`config.mk`:
```
export PLATFORM = sky130hd
export DESIGN_NAME = io_sequencer_flat
export DESIGN_NICKNAME = d
export VERILOG_FILES = /design/src/rtl/io_sequencer_if.sv /design/src/rtl/io_sequencer.sv /design/src/flat_wrapper.sv
export SDC_FILE = /design/constraint.sdc
export NUM_CORES = 1
export LEC_CHECK = 0
export ABC_AREA = 1
export CAP_MARGIN = 20
export CELL_PAD_IN_SITES_DETAIL_PLACEMENT = 0
export CELL_PAD_IN_SITES_GLOBAL_PLACEMENT = 1
export CORE_MARGIN = 5
export CORE_UTILIZATION = 42
export DETAILED_ROUTE_END_ITERATION = 16
export PLACE_DENSITY_LB_ADDON = 0.1
export REMOVE_ABC_BUFFERS = 1
export SLEW_MARGIN = 20
export SYNTH_ARGS = -nofsm -noshare
export SYNTH_HDL_FRONTEND = slang
export SYNTH_SLANG_ARGS = --single-unit
```
`constraint.sdc`:
```
create_clock -name clk -period 3.9 [get_ports clk]
set_clock_uncertainty 0.2 [all_clocks]
set_input_delay 0.39 -clock clk [delete_from_list [all_inputs] [get_ports clk]]
set_output_delay 0.39 -clock clk [all_outputs]
set_load 0.1 [all_outputs]
```
`src/rtl/io_sequencer_if.sv`:
```
// io_sequencer_if: groups the host handshake, decompressor/DMA handshakes and the status
// outputs of io_sequencer into one bundle.
//   master : host/environment side (drives interrupt, load, cnn_img, done pulses, err_clr)
//   slave  : sequencer side (drives the enables, busy, load_done, error, chunk_count)
interface io_sequencer_if #(
  parameter int unsigned CNT_W = 16
) ();
  logic             interrupt;
  logic             load;
  logic             cnn_img;
  logic             decompressor_done;
  logic             dma_done;
  logic             err_clr;
  logic             io_interface_en;
  logic             decompressor_en;
  logic             dma_enable;
  logic             busy;
  logic             load_done;
  logic             error;
  logic [CNT_W-1:0] chunk_count;

  modport master (
    output interrupt, load, cnn_img, decompressor_done, dma_done, err_clr,
    input  io_interface_en, decompressor_en, dma_enable, busy, load_done, error, chunk_count
  );

  modport slave (
    input  interrupt, load, cnn_img, decompressor_done, dma_done, err_clr,
    output io_interface_en, decompressor_en, dma_enable, busy, load_done, error, chunk_count
  );
endinterface

```
`src/rtl/io_sequencer.sv`:
```
// io_sequencer: sequences host transfers of compressed CNN weights (decompress then DMA, per
// chunk) and uncompressed images (DMA only) plus read-out through the I/O interface.
// A stall timeout in DECOMP/DMA drops the FSM into ERROR until err_clr.
// Ports:
//   clk    system clock, rising edge
//   rst_n  asynchronous active-low reset
//   bus    io_sequencer_if.slave: interrupt/load/cnn_img host request, decompressor_done,
//          dma_done, err_clr in; io_interface_en, decompressor_en, dma_enable, busy,
//          load_done, error, chunk_count out (all outputs are Moore decodes of the state)
module io_sequencer #(
  parameter int unsigned SYNC_STAGES    = 2,
  parameter int unsigned CNT_W          = 16,
  parameter int unsigned CNN_CHUNKS     = 4,
  parameter int unsigned IMG_CHUNKS     = 1,
  parameter int unsigned TIMEOUT_CYCLES = 1024
) (
  input logic           clk,
  input logic           rst_n,
  io_sequencer_if.slave bus
);

  localparam int unsigned TimerW = $clog2(TIMEOUT_CYCLES);
  localparam logic [TimerW-1:0] TimerLast = TimerW'(TIMEOUT_CYCLES - 1);
  localparam logic [CNT_W-1:0] CnnTarget = CNT_W'(CNN_CHUNKS);
  localparam logic [CNT_W-1:0] ImgTarget = CNT_W'(IMG_CHUNKS);

  typedef enum logic [2:0] {
    StIdle,
    StRead,
    StDecomp,
    StDma,
    StDone,
    StError
  } state_e;

  state_e              state_q, state_d;
  logic [SYNC_STAGES-1:0] sync_q;
  logic                int_s, int_s_q, start;
  logic                cnn_q, cnn_d;
  logic [CNT_W-1:0]    count_q, count_d;
  logic [TimerW-1:0]   timer_q, timer_d;
  logic [CNT_W-1:0]    target;
  logic                enter;

  // Interrupt synchroniser and rising-edge detect
  always_ff @(posedge clk or negedge rst_n) begin
    if (!rst_n) begin
      sync_q  <= '0;
      int_s_q <= 1'b0;
    end else begin
      sync_q  <= {sync_q[SYNC_STAGES-2:0], bus.interrupt};
      int_s_q <= int_s;
    end
  end

  assign int_s  = sync_q[SYNC_STAGES-1];
  assign start  = int_s & ~int_s_q;
  assign target = cnn_q ? CnnTarget : ImgTarget;

  always_ff @(posedge clk or negedge rst_n) begin
    if (!rst_n) begin
      state_q <= StIdle;
      cnn_q   <= 1'b0;
      count_q <= '0;
      timer_q <= '0;
    end else begin
      state_q <= state_d;
      cnn_q   <= cnn_d;
      count_q <= count_d;
      timer_q <= timer_d;
    end
  end

  always_comb begin
    state_d = state_q;
    cnn_d   = cnn_q;
    count_d = count_q;
    enter   = 1'b0;
    unique case (state_q)
      StIdle: begin
        if (start) begin
          enter = 1'b1;
          if (!bus.load) begin
            state_d = StRead;
          end else begin
            cnn_d   = bus.cnn_img;
            count_d = '0;
            state_d = bus.cnn_img ? StDecomp : StDma;
          end
        end
      end
      StRead: begin
        if (!int_s) begin
          state_d = StIdle;
          enter   = 1'b1;
        end
      end
      StDecomp: begin
        if (bus.decompressor_done) begin
          state_d = StDma;
          enter   = 1'b1;
        end else if (timer_q == TimerLast) begin
          state_d = StError;
          enter   = 1'b1;
        end
      end
      StDma: begin
        if (bus.dma_done) begin
          count_d = count_q + CNT_W'(1);
          enter   = 1'b1;
          // DMA->DMA for multi-chunk images is a re-entry and restarts the timer
          if (count_d == target) state_d = StDone;
          else                   state_d = cnn_q ? StDecomp : StDma;
        end else if (timer_q == TimerLast) begin
          state_d = StError;
          enter   = 1'b1;
        end
      end
      StDone: begin
        state_d = StIdle;
        enter   = 1'b1;
      end
      StError: begin
        if (bus.err_clr) begin
          state_d = StIdle;
          enter   = 1'b1;
        end
      end
      default: begin
        state_d = StIdle;
        enter   = 1'b1;
      end
    endcase
  end

  // Timer only runs while waiting for a done; any state entry restarts it
  always_comb begin
    timer_d = '0;
    if (!enter && (state_q == StDecomp || state_q == StDma)) begin
      timer_d = timer_q + TimerW'(1);
    end
  end

  assign bus.io_interface_en = (state_q == StRead);
  assign bus.decompressor_en = (state_q == StDecomp);
  assign bus.dma_enable      = (state_q == StDma);
  assign bus.busy            = (state_q != StIdle);
  assign bus.load_done       = (state_q == StDone);
  assign bus.error           = (state_q == StError);
  assign bus.chunk_count     = count_q;

endmodule
```
`src/flat_wrapper.sv`:
```
// flat-port wrapper written by rule: the top's interface ports become plain ports
module io_sequencer_flat 
#(
  parameter int unsigned SYNC_STAGES    = 2,
  parameter int unsigned CNT_W          = 16,
  parameter int unsigned CNN_CHUNKS     = 4,
  parameter int unsigned IMG_CHUNKS     = 1,
  parameter int unsigned TIMEOUT_CYCLES = 1024
)
  (clk, rst_n, bus_interrupt, bus_load, bus_cnn_img, bus_decompressor_done, bus_dma_done, bus_err_clr, bus_io_interface_en, bus_decompressor_en, bus_dma_enable, bus_busy, bus_load_done, bus_error, bus_chunk_count);
  io_sequencer_if #(.CNT_W(CNT_W)) bus_i ();
  input logic clk;
  input logic rst_n;
  input wire logic [$bits(bus_i.interrupt)-1:0] bus_interrupt;
  input wire logic [$bits(bus_i.load)-1:0] bus_load;
  input wire logic [$bits(bus_i.cnn_img)-1:0] bus_cnn_img;
  input wire logic [$bits(bus_i.decompressor_done)-1:0] bus_decompressor_done;
  input wire logic [$bits(bus_i.dma_done)-1:0] bus_dma_done;
  input wire logic [$bits(bus_i.err_clr)-1:0] bus_err_clr;
  output wire logic [$bits(bus_i.io_interface_en)-1:0] bus_io_interface_en;
  output wire logic [$bits(bus_i.decompressor_en)-1:0] bus_decompressor_en;
  output wire logic [$bits(bus_i.dma_enable)-1:0] bus_dma_enable;
  output wire logic [$bits(bus_i.busy)-1:0] bus_busy;
  output wire logic [$bits(bus_i.load_done)-1:0] bus_load_done;
  output wire logic [$bits(bus_i.error)-1:0] bus_error;
  output wire logic [$bits(bus_i.chunk_count)-1:0] bus_chunk_count;
  assign bus_i.interrupt = bus_interrupt;
  assign bus_i.load = bus_load;
  assign bus_i.cnn_img = bus_cnn_img;
  assign bus_i.decompressor_done = bus_decompressor_done;
  assign bus_i.dma_done = bus_dma_done;
  assign bus_i.err_clr = bus_err_clr;
  assign bus_io_interface_en = bus_i.io_interface_en;
  assign bus_decompressor_en = bus_i.decompressor_en;
  assign bus_dma_enable = bus_i.dma_enable;
  assign bus_busy = bus_i.busy;
  assign bus_load_done = bus_i.load_done;
  assign bus_error = bus_i.error;
  assign bus_chunk_count = bus_i.chunk_count;
  io_sequencer #(.SYNC_STAGES(SYNC_STAGES), .CNT_W(CNT_W), .CNN_CHUNKS(CNN_CHUNKS), .IMG_CHUNKS(IMG_CHUNKS), .TIMEOUT_CYCLES(TIMEOUT_CYCLES)) u_core (.clk(clk), .rst_n(rst_n), .bus(bus_i));
endmodule
```
Word level (Yosys, flattened, before mapping)
Cells that the tools add are included.

Flip-flop bits (word level): 33. Bits in latches: 0. Bits in writable memories: 0. Bits in read-only memories: 0. Input port bits: 8. Output and inout bits: 22. Memories kept: 0.

Add/sub/neg operators: 2. $mul: 0. Div/mod/pow operators: 0. Order comparisons: 0. Equal/unequal tests: 12. Shift operators: 0. Muxes and demuxes: 24. Bitwise operators: 2. Reductions and logical operators: 9.

Operators by type and width (count): $mux 16 (3); $pmux 16 s2 (1); $mux 3 (9); $add 16x1->16 const B (1); $eq 16x16->1 (1); $pmux 3 s5 (1); $add 10x1->10 const B (1); $eq 10x10->1 const B (1); $mux 10 (1); $mux 1 (8); $ne 2x2->1 const B (4); $eq 3x2->1 const B (2); $eq 3x3->1 const B (2); $reduce_and 3->1 (2); $pmux 1 s5 (1); $reduce_and 4->1 (1); $eq 3x1->1 const B (1); $logic_not 3->1 (1); $reduce_bool 3->1 (1); $ne 2x1->1 const B (1); $reduce_bool 2->1 (1); $and 1x1->1 (1); $logic_and 1x1->1 (1); $logic_not 1->1 (1); 2 further kinds (2).

Longest topological paths before layout
Depth in word-level cells: 7. Gate-level depth with buffers: 15. Gate-level depth less buffers: 15.

Worst setup path after synthesis
OpenSTA, ideal clock, no wires.

Kind: reg-to-output. Start: register u_core.state_q[0]. End: output bus_load_done. Arrival: 2.528 ns. Data required time: 3.310 ns. Path slack: 0.782 ns. Stages on the path, launching flop included: 2. Path buffers: 0. Cells stage by stage: dfrtp_1 nor3_1.

Word-level cells in the longest chain between the ends: 1.

Ends and longest elaborated chain: from (decl) (RTL line io_sequencer.sv:36) `state_e state_q, state_d;`; from (signal assigned) (RTL line io_sequencer.sv:62) `state_q <= StIdle;`; from (signal assigned) (RTL line io_sequencer.sv:67) `state_q <= state_d;`; $eq 3x3->1 (RTL line io_sequencer.sv:148) `assign bus.load_done = (state_q == StDone);`; to (decl) (RTL line flat_wrapper.sv:24) `output wire logic [$bits(bus_i.load_done)-1:0] bus_load_done;`.

No other way between the ends.

Final worst setup path
Start: register u_core.state_q[2]. End: output bus_decompressor_en.

Word-level cells in the longest chain between the ends: 1.

Ends and longest elaborated chain: $eq 3x2->1 (RTL line io_sequencer.sv:145) `assign bus.decompressor_en = (state_q == StDecomp);`; to (decl) (RTL line flat_wrapper.sv:21) `output wire logic [$bits(bus_i.decompressor_en)-1:0] bus_decompressor_en;`.

No other way between the ends.

==> results.json <==
{
  "setup_tns_ps": 0,
  "cts_tree": "done",
  "setup_viol": 0,
  "cts_inserted_buffers": 5,
  "overflow": 0,
  "post_drt_wl_per_cell_um": 13.1,
  "hp-class": "reg -> reg",
  "final.fill_count": 464,
  "cts.sink_count": 33,
  "final_util_pct": 52.3,
  "synth-compound-area-share_pct": 9.16,
  "timing.fmax_ghz": 0.366,
  "grt_antenna_before_repair": 0,
  "portBuffers": 29,
  "arrival_ps": 2140,
  "final_area_sq_um": 2440,
  "drt-total-wl_um": 4690,
  "vias": 1769,
  "initial_core_util_pct": 42.5,
  "reg2regPathDepth": 14,
  "min_path_cells": 0,
  "clk_path_buf_depth": 2,
  "tightest_slew_ps": 988,
  "layout.nets": 314,
  "required_ps": 3310,
  "peakVddDrop_uv": 318,
  "place_area_sq_um": 2320,
  "clk_latency_ps": 280,
  "min_to": "u_core.sync_q[1]",
  "grt_pass1_vias": 1698,
  "io_pins": 30,
  "synthSimpleGateAreaFrac_pct": 37.8,
  "drtPass1Iterations": 4,
  "ant_nets": 0,
  "die_area_sq_um": 6190,
  "grt_usage_pct": 16.5,
  "grt_pass1_wl_um": 8020,
  "avgViaCountPerCell": 4.93,
  "criticalPathCategory": "reg -> out",
  "critical_path.endpoint_type": "primary output",
  "setup_ws_ps": 1170,
  "core_area_sq_um": 4660,
  "outcome": "completed",
  "synth_top_family_by_area": "simple AND/OR/NAND/NOR gates",
  "rsz0062_at_grt": "false",
  "synthXorXnorAreaFrac_pct": 1.33,
  "rrSetupSlack_ps": 1700,
  "ys_types": 28,
  "route.detailed.drc": 0,
  "r2r-start": "u_core.bus.chunk_count[0]",
  "path_clk_slew_ps": 70,
  "synthCells": 270,
  "hpwl_um": 3460,
  "drt_iter0_drc": 90,
  "pre_cts_ws_ps": 1470,
  "min_from": "u_core.sync_q[0]",
  "worstSetupStartpointType": "flop",
  "timing_max_transition_violations_final": 0,
  "synth_fa_ha_area_share_pct": 1.26,
  "slew_headroom_pct": 33.9,
  "htreeDepth": 2,
  "cts_resized": 0,
  "power-per-cell-area_nw_per_um2": 497,
  "postCtsHoldBufs": 0,
  "synthMuxAreaShare_pct": 0,
  "synthToLayoutAreaGrowth_pct": 23.2,
  "synth_area_per_cell_sq_um": 7.34,
  "ctsRootBufferMaster": "clkbuf_8",
  "finalCriticalPeriod_ps": 2730,
  "grt_start_max_net_pins": 34,
  "hold_ws_ps": 150,
  "netlist_area_sq_um": 1980,
  "cts_setup_buffers": 0,
  "gp_congestion": 0.848,
  "leakage_nw": 1.07,
  "synth-warning-count": 0,
  "antennaDiodeCount": 0,
  "die_y_um": 78.7,
  "timing.final.crit_share_pct": 70.0,
  "rows": 25,
  "die_w_um": 78.7,
  "max-cap-violations": 0,
  "synth_seq_area_share_pct": 41.7,
  "drive_gt1_share_pct": 13.1,
  "hold_viol_final": 0,
  "synth_seq_cells": 33,
  "reg2reg_to": "u_core.state_q[0]",
  "worstPathMaxFanout": 4
}
[area by class of cell]
cell class / count / area [sq um] / share of cell area (%)
Clock buffer: 7 / 86.3 / 3.54
Clock inverter: 1 / 30.0 / 1.23
Inverter: 41 / 154 / 6.31
Multi-Input combinational cell: 193 / 981 / 40.2
Sequential cell: 33 / 826 / 33.8
Tap cell: 54 / 67.6 / 2.77
Timing Repair Buffer: 30 / 295 / 12.1
[sequential cells by signal, summed over array words and instances (netlist names)]
register / count
u_core.timer_q: 10
u_core.cnn_q: 1
u_core.sync_q: 2
u_core.bus.chunk_count: 16
u_core.state_q: 3
u_core.int_s_q: 1
[power by group]
part / leakage (nW) / switching, mW / internal (mW)
logic: 0.564 / 0.353 / 0.120
registers: 0.450 / 0.0344 / 0.368
clock network: 0.0585 / 0.129 / 0.208
[synthesized netlist by cell type, drive strengths merged]
cell / instances / area, sq um
nand2: 76 / 313
inv: 41 / 154
nor2: 38 / 198
dfrtp: 33 / 826
nand3: 25 / 130
o21ai: 14 / 70.1
a21oi: 8 / 40.0
o22ai: 7 / 43.8
nand4: 6 / 37.5
nor3: 6 / 30.0
buf: 3 / 20.0
nor3b: 3 / 27.5
ha: 2 / 25.0
o21bai: 2 / 15.0
xor2: 2 / 17.5
and2: 1 / 6.26
o211ai: 1 / 12.5
or2: 1 / 6.26
xnor2: 1 / 8.76
[per-stage QoR]
step / power, mW / cells
floorplan: 0.763 / 267
global placement: 0.887 / 351
detailed placement: 0.887 / 351
CTS: 1.23 / 359
global route: 1.30 / 359
finish: 1.21 / 359
[kinds of logic (layout without fill, tap and decap cells)]
kind of cell,Yosys count,after routing
XOR/XNOR,3,3
buffers and inverters,44,79
adder cells (fa/ha/maj),2,2
AO/OA/AOI/OAI,32,32
AND/OR/NAND/NOR,156,156
flip-flops,33,33
[worst max path at each step]
stage                            from             endpoint  slack (ps)
floorplan           u_core.state_q[0]        bus_load_done         780
global placement    u_core.state_q[2]  bus_decompressor_en        1480
detailed placement  u_core.state_q[2]  bus_decompressor_en        1470
CTS                 u_core.state_q[2]  bus_decompressor_en        1150
global route        u_core.state_q[0]  bus_io_interface_en        1080
finish              u_core.state_q[2]  bus_decompressor_en        1170
[worst max-delay path, stage by stage (launching register included)]
cell and delay (ps):
dfrtp_1 410, nor2_1 130, inv_2 70, nor2_4 110
clkdlybuf4s50_1 1140
[metal layers]
metal	part of all wire [%]	track usage, %	up-vias
met3	4.3	4.70	5
met2	46	26.7	28
li1	-	-	935
met4	1.2	5.42	0
met5	0	0	-
met1	48	21.2	801
[cell usage in the layout (no fill, tap or decap), types with 2 or more instances in the layout]
| master | count |
|---|---|
| o21bai_1 | 2 |
| clkbuf_8 | 6 |
| a21oi_1 | 8 |
| o22ai_1 | 7 |
| clkdlybuf4s50_1 | 28 |
| nor2_4 | 5 |
| buf_4 | 2 |
| o21ai_1 | 4 |
| nand2_1 | 67 |
| dfrtp_1 | 33 |
| inv_2 | 7 |
| nor3_1 | 6 |
| xor2_1 | 2 |
| nor2_2 | 7 |
| nor3b_1 | 2 |
| nand4_1 | 6 |
| nor2_1 | 26 |
| ha_1 | 2 |
| o21ai_0 | 10 |
| nand3_1 | 24 |
| inv_1 | 34 |
| nand2_2 | 8 |
(Power assumes the default switching activity.)
